### src/rtl/simon_sound_sched.sv
// Simon game sound scheduler: arbitrates the live button tone against the win/lose/high-score
// jingles and drives one speaker pin with a square wave from a per-note half-period divider.
module simon_sound_sched #(
  parameter int DIV_W    = 16,
  parameter int HP_0     = 50000,
  parameter int HP_1     = 40000,
  parameter int HP_2     = 33333,
  parameter int HP_3     = 25000,
  parameter int NOTE_LEN = 8
) (
  input  logic       clk,
  input  logic       rst,
  input  logic       tick,
  input  logic       tone_req,
  input  logic [1:0] tone_idx,
  input  logic       win,
  input  logic       lose,
  input  logic       hs,
  input  logic       mute,
  output logic       spk,
  output logic       busy,
  output logic [2:0] src
);

  localparam int TCNT_W = (NOTE_LEN > 1) ? $clog2(NOTE_LEN) : 1;
  localparam logic [TCNT_W-1:0] TCNT_LAST = TCNT_W'(NOTE_LEN - 1);

  // Jingle codes double as priority (higher value wins); pending bit = code - 1.
  localparam logic [1:0] J_HS   = 2'd1;
  localparam logic [1:0] J_WIN  = 2'd2;
  localparam logic [1:0] J_LOSE = 2'd3;

  typedef enum logic [1:0] {ST_IDLE, ST_TONE, ST_JINGLE, ST_GAP} state_t;

  function automatic logic [DIV_W-1:0] half_period_last(input logic [1:0] n);
    case (n)
      2'd0:    return DIV_W'(HP_0 - 1);
      2'd1:    return DIV_W'(HP_1 - 1);
      2'd2:    return DIV_W'(HP_2 - 1);
      default: return DIV_W'(HP_3 - 1);
    endcase
  endfunction

  function automatic logic [1:0] jingle_note(input logic [1:0] j, input logic [1:0] k);
    case (j)
      J_WIN:   return k;
      J_LOSE:  return 2'd3 - k;
      default: return {k[0], k[0]};
    endcase
  endfunction

  function automatic logic [2:0] accept_mask(input state_t s, input logic [1:0] j);
    if (s == ST_JINGLE || s == ST_GAP) begin
      case (j)
        J_HS:    return 3'b110;
        J_WIN:   return 3'b100;
        default: return 3'b000;
      endcase
    end
    return 3'b111;
  endfunction

  function automatic logic [2:0] src_code(input state_t s, input logic [1:0] j);
    case (s)
      ST_IDLE:   return 3'b000;
      ST_TONE:   return 3'b001;
      ST_GAP:    return 3'b101;
      default:   return (j == J_HS) ? 3'b010 : (j == J_WIN) ? 3'b011 : 3'b100;
    endcase
  endfunction

  state_t              state, state_n;
  logic [1:0]          cur_j, j_n;
  logic [1:0]          note_k, k_n;
  logic [1:0]          note, note_n;
  logic [TCNT_W-1:0]   tick_cnt, tcnt_n;
  logic [DIV_W-1:0]    div;
  logic                spk_int;
  logic                win_p1, lose_p1, hs_p1, armed;
  logic [2:0]          pend, pend_n, edges, clr;
  logic [1:0]          start_j;
  logic                restart;

  // armed keeps a level already high when reset releases from looking like a new edge.
  assign edges   = armed ? {lose & ~lose_p1, win & ~win_p1, hs & ~hs_p1} : 3'b000;
  assign start_j = pend[2] ? J_LOSE : pend[1] ? J_WIN : pend[0] ? J_HS : 2'd0;

  always_comb begin
    state_n = state;
    j_n     = cur_j;
    k_n     = note_k;
    note_n  = note;
    tcnt_n  = tick_cnt;
    clr     = 3'b000;
    restart = 1'b0;
    if (start_j != 2'd0) begin
      state_n = ST_JINGLE;
      j_n     = start_j;
      k_n     = 2'd0;
      tcnt_n  = '0;
      note_n  = jingle_note(start_j, 2'd0);
      clr     = (start_j == J_LOSE) ? 3'b111 : (start_j == J_WIN) ? 3'b011 : 3'b001;
      restart = 1'b1;
    end else begin
      case (state)
        ST_IDLE: begin
          if (tone_req) begin
            state_n = ST_TONE;
            note_n  = tone_idx;
          end
        end
        ST_TONE: begin
          if (!tone_req) begin
            state_n = ST_IDLE;
          end else begin
            note_n  = tone_idx;
            restart = (tone_idx != note);
          end
        end
        ST_JINGLE: begin
          if (tick) begin
            if (tick_cnt == TCNT_LAST) begin
              tcnt_n = '0;
              if (note_k == 2'd3) begin
                state_n = ST_GAP;
              end else begin
                k_n     = note_k + 2'd1;
                note_n  = jingle_note(cur_j, note_k + 2'd1);
                restart = 1'b1;
              end
            end else begin
              tcnt_n = tick_cnt + 1'b1;
            end
          end
        end
        default: begin
          if (tick) begin
            if (tick_cnt == TCNT_LAST) begin
              tcnt_n  = '0;
              state_n = ST_IDLE;
            end else begin
              tcnt_n = tick_cnt + 1'b1;
            end
          end
        end
      endcase
    end
    if (state_n != state) restart = 1'b1;
    // Equal/lower-priority requests relative to what will be playing are dropped outright.
    pend_n = ((pend & ~clr) | edges) & accept_mask(state_n, j_n);
  end

  always_ff @(posedge clk or posedge rst) begin
    if (rst) begin
      state    <= ST_IDLE;
      cur_j    <= 2'd0;
      note_k   <= 2'd0;
      note     <= 2'd0;
      tick_cnt <= '0;
      pend     <= 3'b000;
      win_p1   <= 1'b0;
      lose_p1  <= 1'b0;
      hs_p1    <= 1'b0;
      armed    <= 1'b0;
      div      <= '0;
      spk_int  <= 1'b0;
      src      <= 3'b000;
      busy     <= 1'b0;
    end else begin
      state    <= state_n;
      cur_j    <= j_n;
      note_k   <= k_n;
      note     <= note_n;
      tick_cnt <= tcnt_n;
      pend     <= pend_n;
      win_p1   <= win;
      lose_p1  <= lose;
      hs_p1    <= hs;
      armed    <= 1'b1;
      src      <= src_code(state_n, j_n);
      busy     <= (state_n == ST_JINGLE) || (state_n == ST_GAP);
      if (restart || !(state_n == ST_TONE || state_n == ST_JINGLE)) begin
        div     <= '0;
        spk_int <= 1'b0;
      end else if (div == half_period_last(note)) begin
        div     <= '0;
        spk_int <= ~spk_int;
      end else begin
        div     <= div + 1'b1;
      end
    end
  end

  assign spk = spk_int & ~mute;

endmodule

### config.mk
export PLATFORM = sky130hd
export DESIGN_NAME = simon_sound_sched
export DESIGN_NICKNAME = d
export VERILOG_FILES = /design/src/rtl/simon_sound_sched.sv
export SDC_FILE = /design/constraint.sdc
export NUM_CORES = 1
export LEC_CHECK = 0
export ABC_CLOCK_PERIOD_IN_PS = 4400
export CORE_UTILIZATION = 30
export DETAILED_ROUTE_END_ITERATION = 10
export SLEW_MARGIN = 20
export SYNTH_ARGS = -nofsm -noshare
export SYNTH_HDL_FRONTEND = slang
export SYNTH_SLANG_ARGS = --single-unit
### constraint.sdc
create_clock -name clk -period 4.4 [get_ports clk]
set_input_delay 1.32 -clock clk [delete_from_list [all_inputs] [get_ports clk]]
set_output_delay 1.32 -clock clk [all_outputs]
set_load 0.1 [all_outputs]
==> results.py, run 1 <==
metrics = {
    "status": {
        "status": "complete, no violations",
    },
    "floorplanning": {
        "core-area_um2": 6910,
        "die-area_um2": 7640,
        "die_y_um": 87.4,
        "pin_count": 15,
        "rows": 30,
        "dieWidth_um": 87.4,
        "start_util_pct": 31.7,
    },
    "timing": {
        "fin_ws_ns": 0.527,
        "whs_ns": 0.407,
        "period_share_pct": 88.0,
        "tns_ns": 0,
        "drv_slew": 0,
        "fmax_mhz": 258,
        "final.min_clock_period_ns": 3.87,
        "finalHoldViolations": 0,
        "max_slew.worst_pin.slew_ns": 0.976,
        "relSlewSlack_pct": 34.7,
        "setup_viol": 0,
        "skew_ns": 0.00745,
        "rsz0062_at_grt": "false",
    },
    "pwr": {
        "p_leak_uw": 0.00114,
        "power_density_nw_per_um2": 588,
        "ir_worst_vdd_mv": 0.285,
    },
    "drt": {
        "firstDrtPassIters": 4,
        "wl_per_cell_um": 12.1,
        "drc": 0,
        "drtIter0Drc": 78,
        "postRouteWirelength_mm": 4.14,
        "antenna_left": 0,
        "vias": 1612,
        "via_per_inst": 4.71,
    },
    "critical_path": {
        "cp_data_arrival_time_ns": 4.09,
        "critPathLaunchType": "primary input",
        "cpPeakStageDelay_ns": 0.54,
        "cp.required_ns": 4.61,
        "crit_fanout": 16,
        "cp_top_family": "compound AO/OA/AOI/OAI gates",
        "rr_worst_depth": 12,
        "cp_common_cell": "o21ai_0",
        "critPathLaunch": "tone_req",
        "critPathSlowestCell": "clkdlybuf4s50_1",
        "r2r-start": "state[0]",
        "regToRegSetupSlack_ns": 1.12,
        "crit_buf_inv": 1,
        "cp-end-kind": "register",
        "path_cells": "clkdlybuf4s50_1, mux2_2, a21oi_1, o21ai_0, ha_1, nor4_1, o21ai_0, a211oi_1, nand3_2, nor2_1",
        "r2r-end": "div[11]",
        "crit_type": "primary input to register",
    },
    "yosys": {
        "syn_avg_cell_area_um2": 9.78,
        "synth-seq-cells": 39,
        "synth.distinct_cells": 40,
        "netlist_instances": 224,
        "mappedNetlistNets": 252,
        "synth_area_um2": 2190,
        "ys_seq_area_share_pct": 44.6,
        "yosys_warnings": 0,
    },
    "clock_tree": {
        "cts_tree": "built",
        "cts.path.max_buffers": 2,
        "holdBufCountCts": 0,
        "clockRootBuffer": "clkbuf_8",
        "cts.sinks": 39,
        "clk_pin_slew_ns": 0.08,
        "cts_max_level": 2,
        "numCtsBuffers": 5,
        "cts_resized": 0,
        "cts_setup_buffers": 0,
        "clk_latency_ns": 0.29,
    },
    "place": {
        "dp_slack_ns": 0.197,
        "gp_congestion": 0.796,
        "hpwlAfterDp_mm": 2.96,
        "portBuffers": 14,
    },
    "final_layout": {
        "layout.cells.most_common_list": "dfrtp_1, nor2_1, ha_1, nand2_1, inv_1",
        "area_delta_synth_final_pct": 17.0,
        "nets": 274,
        "antennaDiodeCount": 0,
        "drive_above_1_share_pct": 8.54,
        "final_common_cell": "dfrtp_1",
    },
    "hold_path": {
        "min_path_type": "register to register",
        "hold-path-cell-count": 1,
        "min_to": "pend[1]",
        "min_from": "win_p1",
    },
    "run": {
        "drv_cap": 0,
    },
    "global_route": {
        "track_usage_pct": 12.1,
        "antenna_found_initial": 0,
        "grt_pass1_vias": 1603,
        "grt_start_max_net_pins": 40,
        "gr-total-overflow": 0,
        "grt_pass1_wl_mm": 7.22,
    },
}
cell type report:
class                           count  area (um^2)
Inverter                           14         52.6
Clock inverter                      2         37.5
Timing Repair Buffer               17          160
Multi-Input combinational cell    169         1150
Fill cell                         716         4350
Clock buffer                        5         68.8
Tap cell                           96          120
Sequential cell                    39          976
metrics by stage:
step	power, uW	std cells	area, um^2	utilization [%]
4_1_cts	1530	342	2560	37.1
6_report	1510	342	2560	37.1
5_1_grt	1630	342	2560	37.1
3_3_place_gp	1220	335	2450	35.5
2_1_floorplan	1070	224	2190	-
3_5_place_dp	1220	335	2450	35.5
state kept, by name, indices dropped and copies added, names as in the netlist, 2 cells and up:
name / count
cur_j: 2
div: 16
note: 2
state: 2
src: 3
tick_cnt: 3
note_k: 2
pend: 3
cells in the mapped netlist (all sizes together):
| library cell | count | share of area [%] |
|---|---|---|
| a2111oi | 2 | 0.80 |
| a211oi | 3 | 1.0 |
| a21o | 1 | 0.34 |
| a21oi | 10 | 2.3 |
| a221oi | 1 | 0.40 |
| a222oi | 1 | 0.46 |
| a22oi | 3 | 1.0 |
| a31oi | 1 | 0.29 |
| and3 | 4 | 1.1 |
| buf | 1 | 0.51 |
| clkbuf | 1 | 0.17 |
| conb | 1 | 0.17 |
| dfrtp | 39 | 45 |
| ha | 18 | 10 |
| inv | 14 | 2.4 |
| mux2 | 3 | 1.5 |
| mux2i | 3 | 1.4 |
| nand2 | 16 | 2.7 |
| nand2b | 3 | 0.86 |
| nand3 | 11 | 2.7 |
| nand3b | 2 | 0.69 |
| nand4 | 4 | 1.1 |
| nand4b | 2 | 0.80 |
| nor2 | 31 | 5.3 |
| nor2b | 2 | 0.57 |
| nor3 | 4 | 0.91 |
| nor4 | 2 | 0.57 |
| o2111ai | 1 | 0.40 |
| o21a | 1 | 0.34 |
| o21ai | 5 | 1.1 |
| o21bai | 1 | 0.34 |
| or2 | 5 | 1.4 |
| or3 | 2 | 0.57 |
| or3b | 2 | 0.80 |
| or4 | 1 | 0.34 |
| or4b | 2 | 1.1 |
| xnor2 | 11 | 4.4 |
| xor2 | 10 | 4.0 |
layer usage:
layer | GRT usage, % | share of wire (%) | wire, um
met2 | 18.0 | 42 | 1760
met4 | 4.32 | 1.5 | 63
met5 | 0 | 0 | 0
met1 | 16.6 | 52 | 2170
met3 | 3.51 | 3.5 | 146
worst max path at each step:
stage,cells after the start,slack [ns],endpoint
3_5_place_dp,10,0.20,div[9]
4_1_cts,10,0.50,div[11]
6_report,10,0.53,div[11]
2_1_floorplan,1,0.42,spk
3_3_place_gp,10,0.21,div[15]
5_1_grt,10,0.17,div[13]
power breakdown:
part	internal, uW	leakage (uW)	switching, uW
clock	166	0.0000502	125
combinational	269	0.000578	451
sequential	427	0.000509	67.3
kinds of logic after synthesis:
group / share of synthesized area (%)
adder cells (fa/ha/maj): 10.3
buffers and inverters: 3.09
multiplexers: 2.91
AO/OA/AOI/OAI: 8.86
other: 0.171
XOR/XNOR: 8.40
flip-flops: 44.6
AND/OR/NAND/NOR: 21.7
Note: power is estimated with default switching activity, not from simulation.
==> run 2, diff against run 1 <==
Settings changed: CORE_UTILIZATION 30 to 50, PLACE_DENSITY set to 0.69.
==> results.py, run 2 (same netlist as run 1, synthesis figures left out) <==
metrics = {
    "critical_path": {
        "cp-end-kind": "register",
        "critPathSlowestCell": "clkdlybuf4s50_1",
        "regToRegSetupSlack_ns": 1.05,
        "path_cells": "clkdlybuf4s50_1, nand4_1, a21oi_1, a21oi_1, or3_1, ha_1, nor4_1, o21ai_0, a211oi_1, nand3_2, nor2_1",
        "critPathLaunch": "tick",
        "crit_fanout": 16,
        "rr_worst_depth": 12,
        "r2r-end": "div[5]",
        "cpPeakStageDelay_ns": 0.48,
        "cp_data_arrival_time_ns": 4.11,
        "critPathLaunchType": "primary input",
        "crit_type": "primary input to register",
        "cp.required_ns": 4.62,
        "r2r-start": "state[0]",
        "cp_common_cell": "a21oi_1",
        "endpoint": "div[5]",
    },
    "timing": {
        "period_share_pct": 88.5,
        "rsz0062_at_grt": "false",
        "setup_viol": 0,
        "fmax_mhz": 257,
        "skew_ns": 0.00558,
        "finalHoldViolations": 0,
        "fin_ws_ns": 0.506,
        "whs_ns": 0.395,
        "drv_slew": 0,
        "max_slew.worst_pin.slew_ns": 0.964,
        "final.min_clock_period_ns": 3.89,
        "tns_ns": 0,
        "relSlewSlack_pct": 35.6,
    },
    "drt": {
        "drtIter0Drc": 102,
        "vias": 1578,
        "met3_length_um": 132,
        "drc": 0,
        "wl_per_cell_um": 13.1,
        "routedLengthMet1_mm": 2.09,
        "dr.max_layer_used": "met4",
        "antenna_left": 0,
        "via_per_inst": 5.30,
        "dr_wl_met2_mm": 1.63,
        "firstDrtPassIters": 4,
        "postRouteWirelength_mm": 3.91,
    },
    "floorplanning": {
        "pin_count": 15,
        "die_y_um": 68.2,
        "dieWidth_um": 68.2,
        "die-area_um2": 4650,
        "rows": 23,
        "start_util_pct": 53.2,
        "core-area_um2": 4120,
    },
    "clock_tree": {
        "clockRootBuffer": "clkbuf_8",
        "cts.path.max_buffers": 2,
        "cts_max_level": 2,
        "numCtsBuffers": 5,
        "cts_tree": "built",
        "holdBufCountCts": 0,
        "clk_latency_ns": 0.30,
        "cts_setup_buffers": 0,
        "clk_pin_slew_ns": 0.08,
        "cts.sinks": 39,
        "cts_resized": 0,
    },
    "global_route": {
        "grt_pass1_vias": 1483,
        "gr-total-overflow": 0,
        "antenna_found_initial": 0,
        "grt_start_max_net_pins": 40,
        "grt_pass1_wl_mm": 6.64,
        "track_usage_pct": 19.6,
    },
    "pwr": {
        "ir_worst_vdd_mv": 0.403,
        "p_leak_uw": 0.00113,
        "seqPwrFrac_pct": 33.7,
        "clkPwrFrac_pct": 16.8,
        "p_sw_share_pct": 44.3,
        "internal_power_uw": 815,
        "power.switching_uw": 648,
        "combPwrFrac_pct": 49.5,
        "power_density_nw_per_um2": 587,
    },
    "final_layout": {
        "antennaDiodeCount": 0,
        "largest_reg_flops": 16,
        "finalInstanceArea_um2": 2490,
        "nets": 275,
        "layout.cells.most_common_list": "dfrtp_1, nor2_1, ha_1, nand2_1, inv_1",
        "final_common_cell": "dfrtp_1",
        "n_fill_cell": 377,
        "area_delta_synth_final_pct": 13.9,
        "largest-register": "div",
        "drive_above_1_share_pct": 9.27,
    },
    "place": {
        "gp_congestion": 0.838,
        "hpwlAfterDp_mm": 2.78,
        "placedInstanceArea_um2": 2400,
        "dp_slack_ns": 0.177,
        "portBuffers": 14,
    },
    "hold_path": {
        "min_path_type": "register to register",
    },
    "run": {
        "drv_cap": 0,
    },
    "status": {
        "status": "complete, no violations",
    },
}
## run 2: worst min-delay path by stage
| stage | slack (ns) | startpoint | depth (start not counted) | endpoint |
|---|---|---|---|---|
| after floorplan | 0.38 | win_p1 | 1 | pend[1] |
| after global placement | 0.38 | lose_p1 | 1 | pend[2] |
| after detailed placement | 0.39 | win_p1 | 1 | pend[1] |
| after CTS | 0.40 | lose_p1 | 1 | pend[2] |
| after global routing | 0.41 | lose_p1 | 1 | pend[2] |
| final | 0.40 | win_p1 | 1 | pend[1] |
## run 2: power by group through the flow
stage | logic (uW) | registers, uW | clock network [uW]
after floorplan | 469 | 597 | 0
after global placement | 725 | 498 | 0
after detailed placement | 729 | 499 | 0
after CTS | 735 | 493 | 252
after global routing | 812 | 504 | 269
final | 725 | 493 | 245
## run 2: cell type report
type / instances / area (um^2) / share of cell area, %
Clock inverter: 3 / 20.0 / 0.803
Clock buffer: 5 / 68.8 / 2.76
Tap cell: 50 / 62.6 / 2.51
Timing Repair Buffer: 18 / 168 / 6.72
Multi-Input combinational cell: 169 / 1150 / 46.0
Inverter: 14 / 52.6 / 2.11
Sequential cell: 39 / 976 / 39.1
## run 2: critical path, delay by kind of cell
family                     cells  cell delay [ns]
and+or+nand+nor                5             1.31
AOI/OAI and AO/OA              4             0.68
buffers and inverters          1             0.48
adders and majority gates      1             0.32
## run 2: per-layer routing
metal | GRT usage, % | vias up
met1 | 26.8 | 737
met2 | 28.9 | 19
met3 | 5.00 | 6
met4 | 8.59 | 0
li1 | - | 816
met5 | 0 | -
## run 2: through the flow
| stage | total power, uW | utilization [%] | instances |
|---|---|---|---|
| CTS | 1480 | 60.6 | 298 |
| finish | 1460 | 60.6 | 298 |
| detailed placement | 1230 | 58.4 | 290 |
| global route | 1580 | 60.6 | 298 |
| floorplan | 1070 | - | 224 |
| global placement | 1220 | 58.4 | 290 |
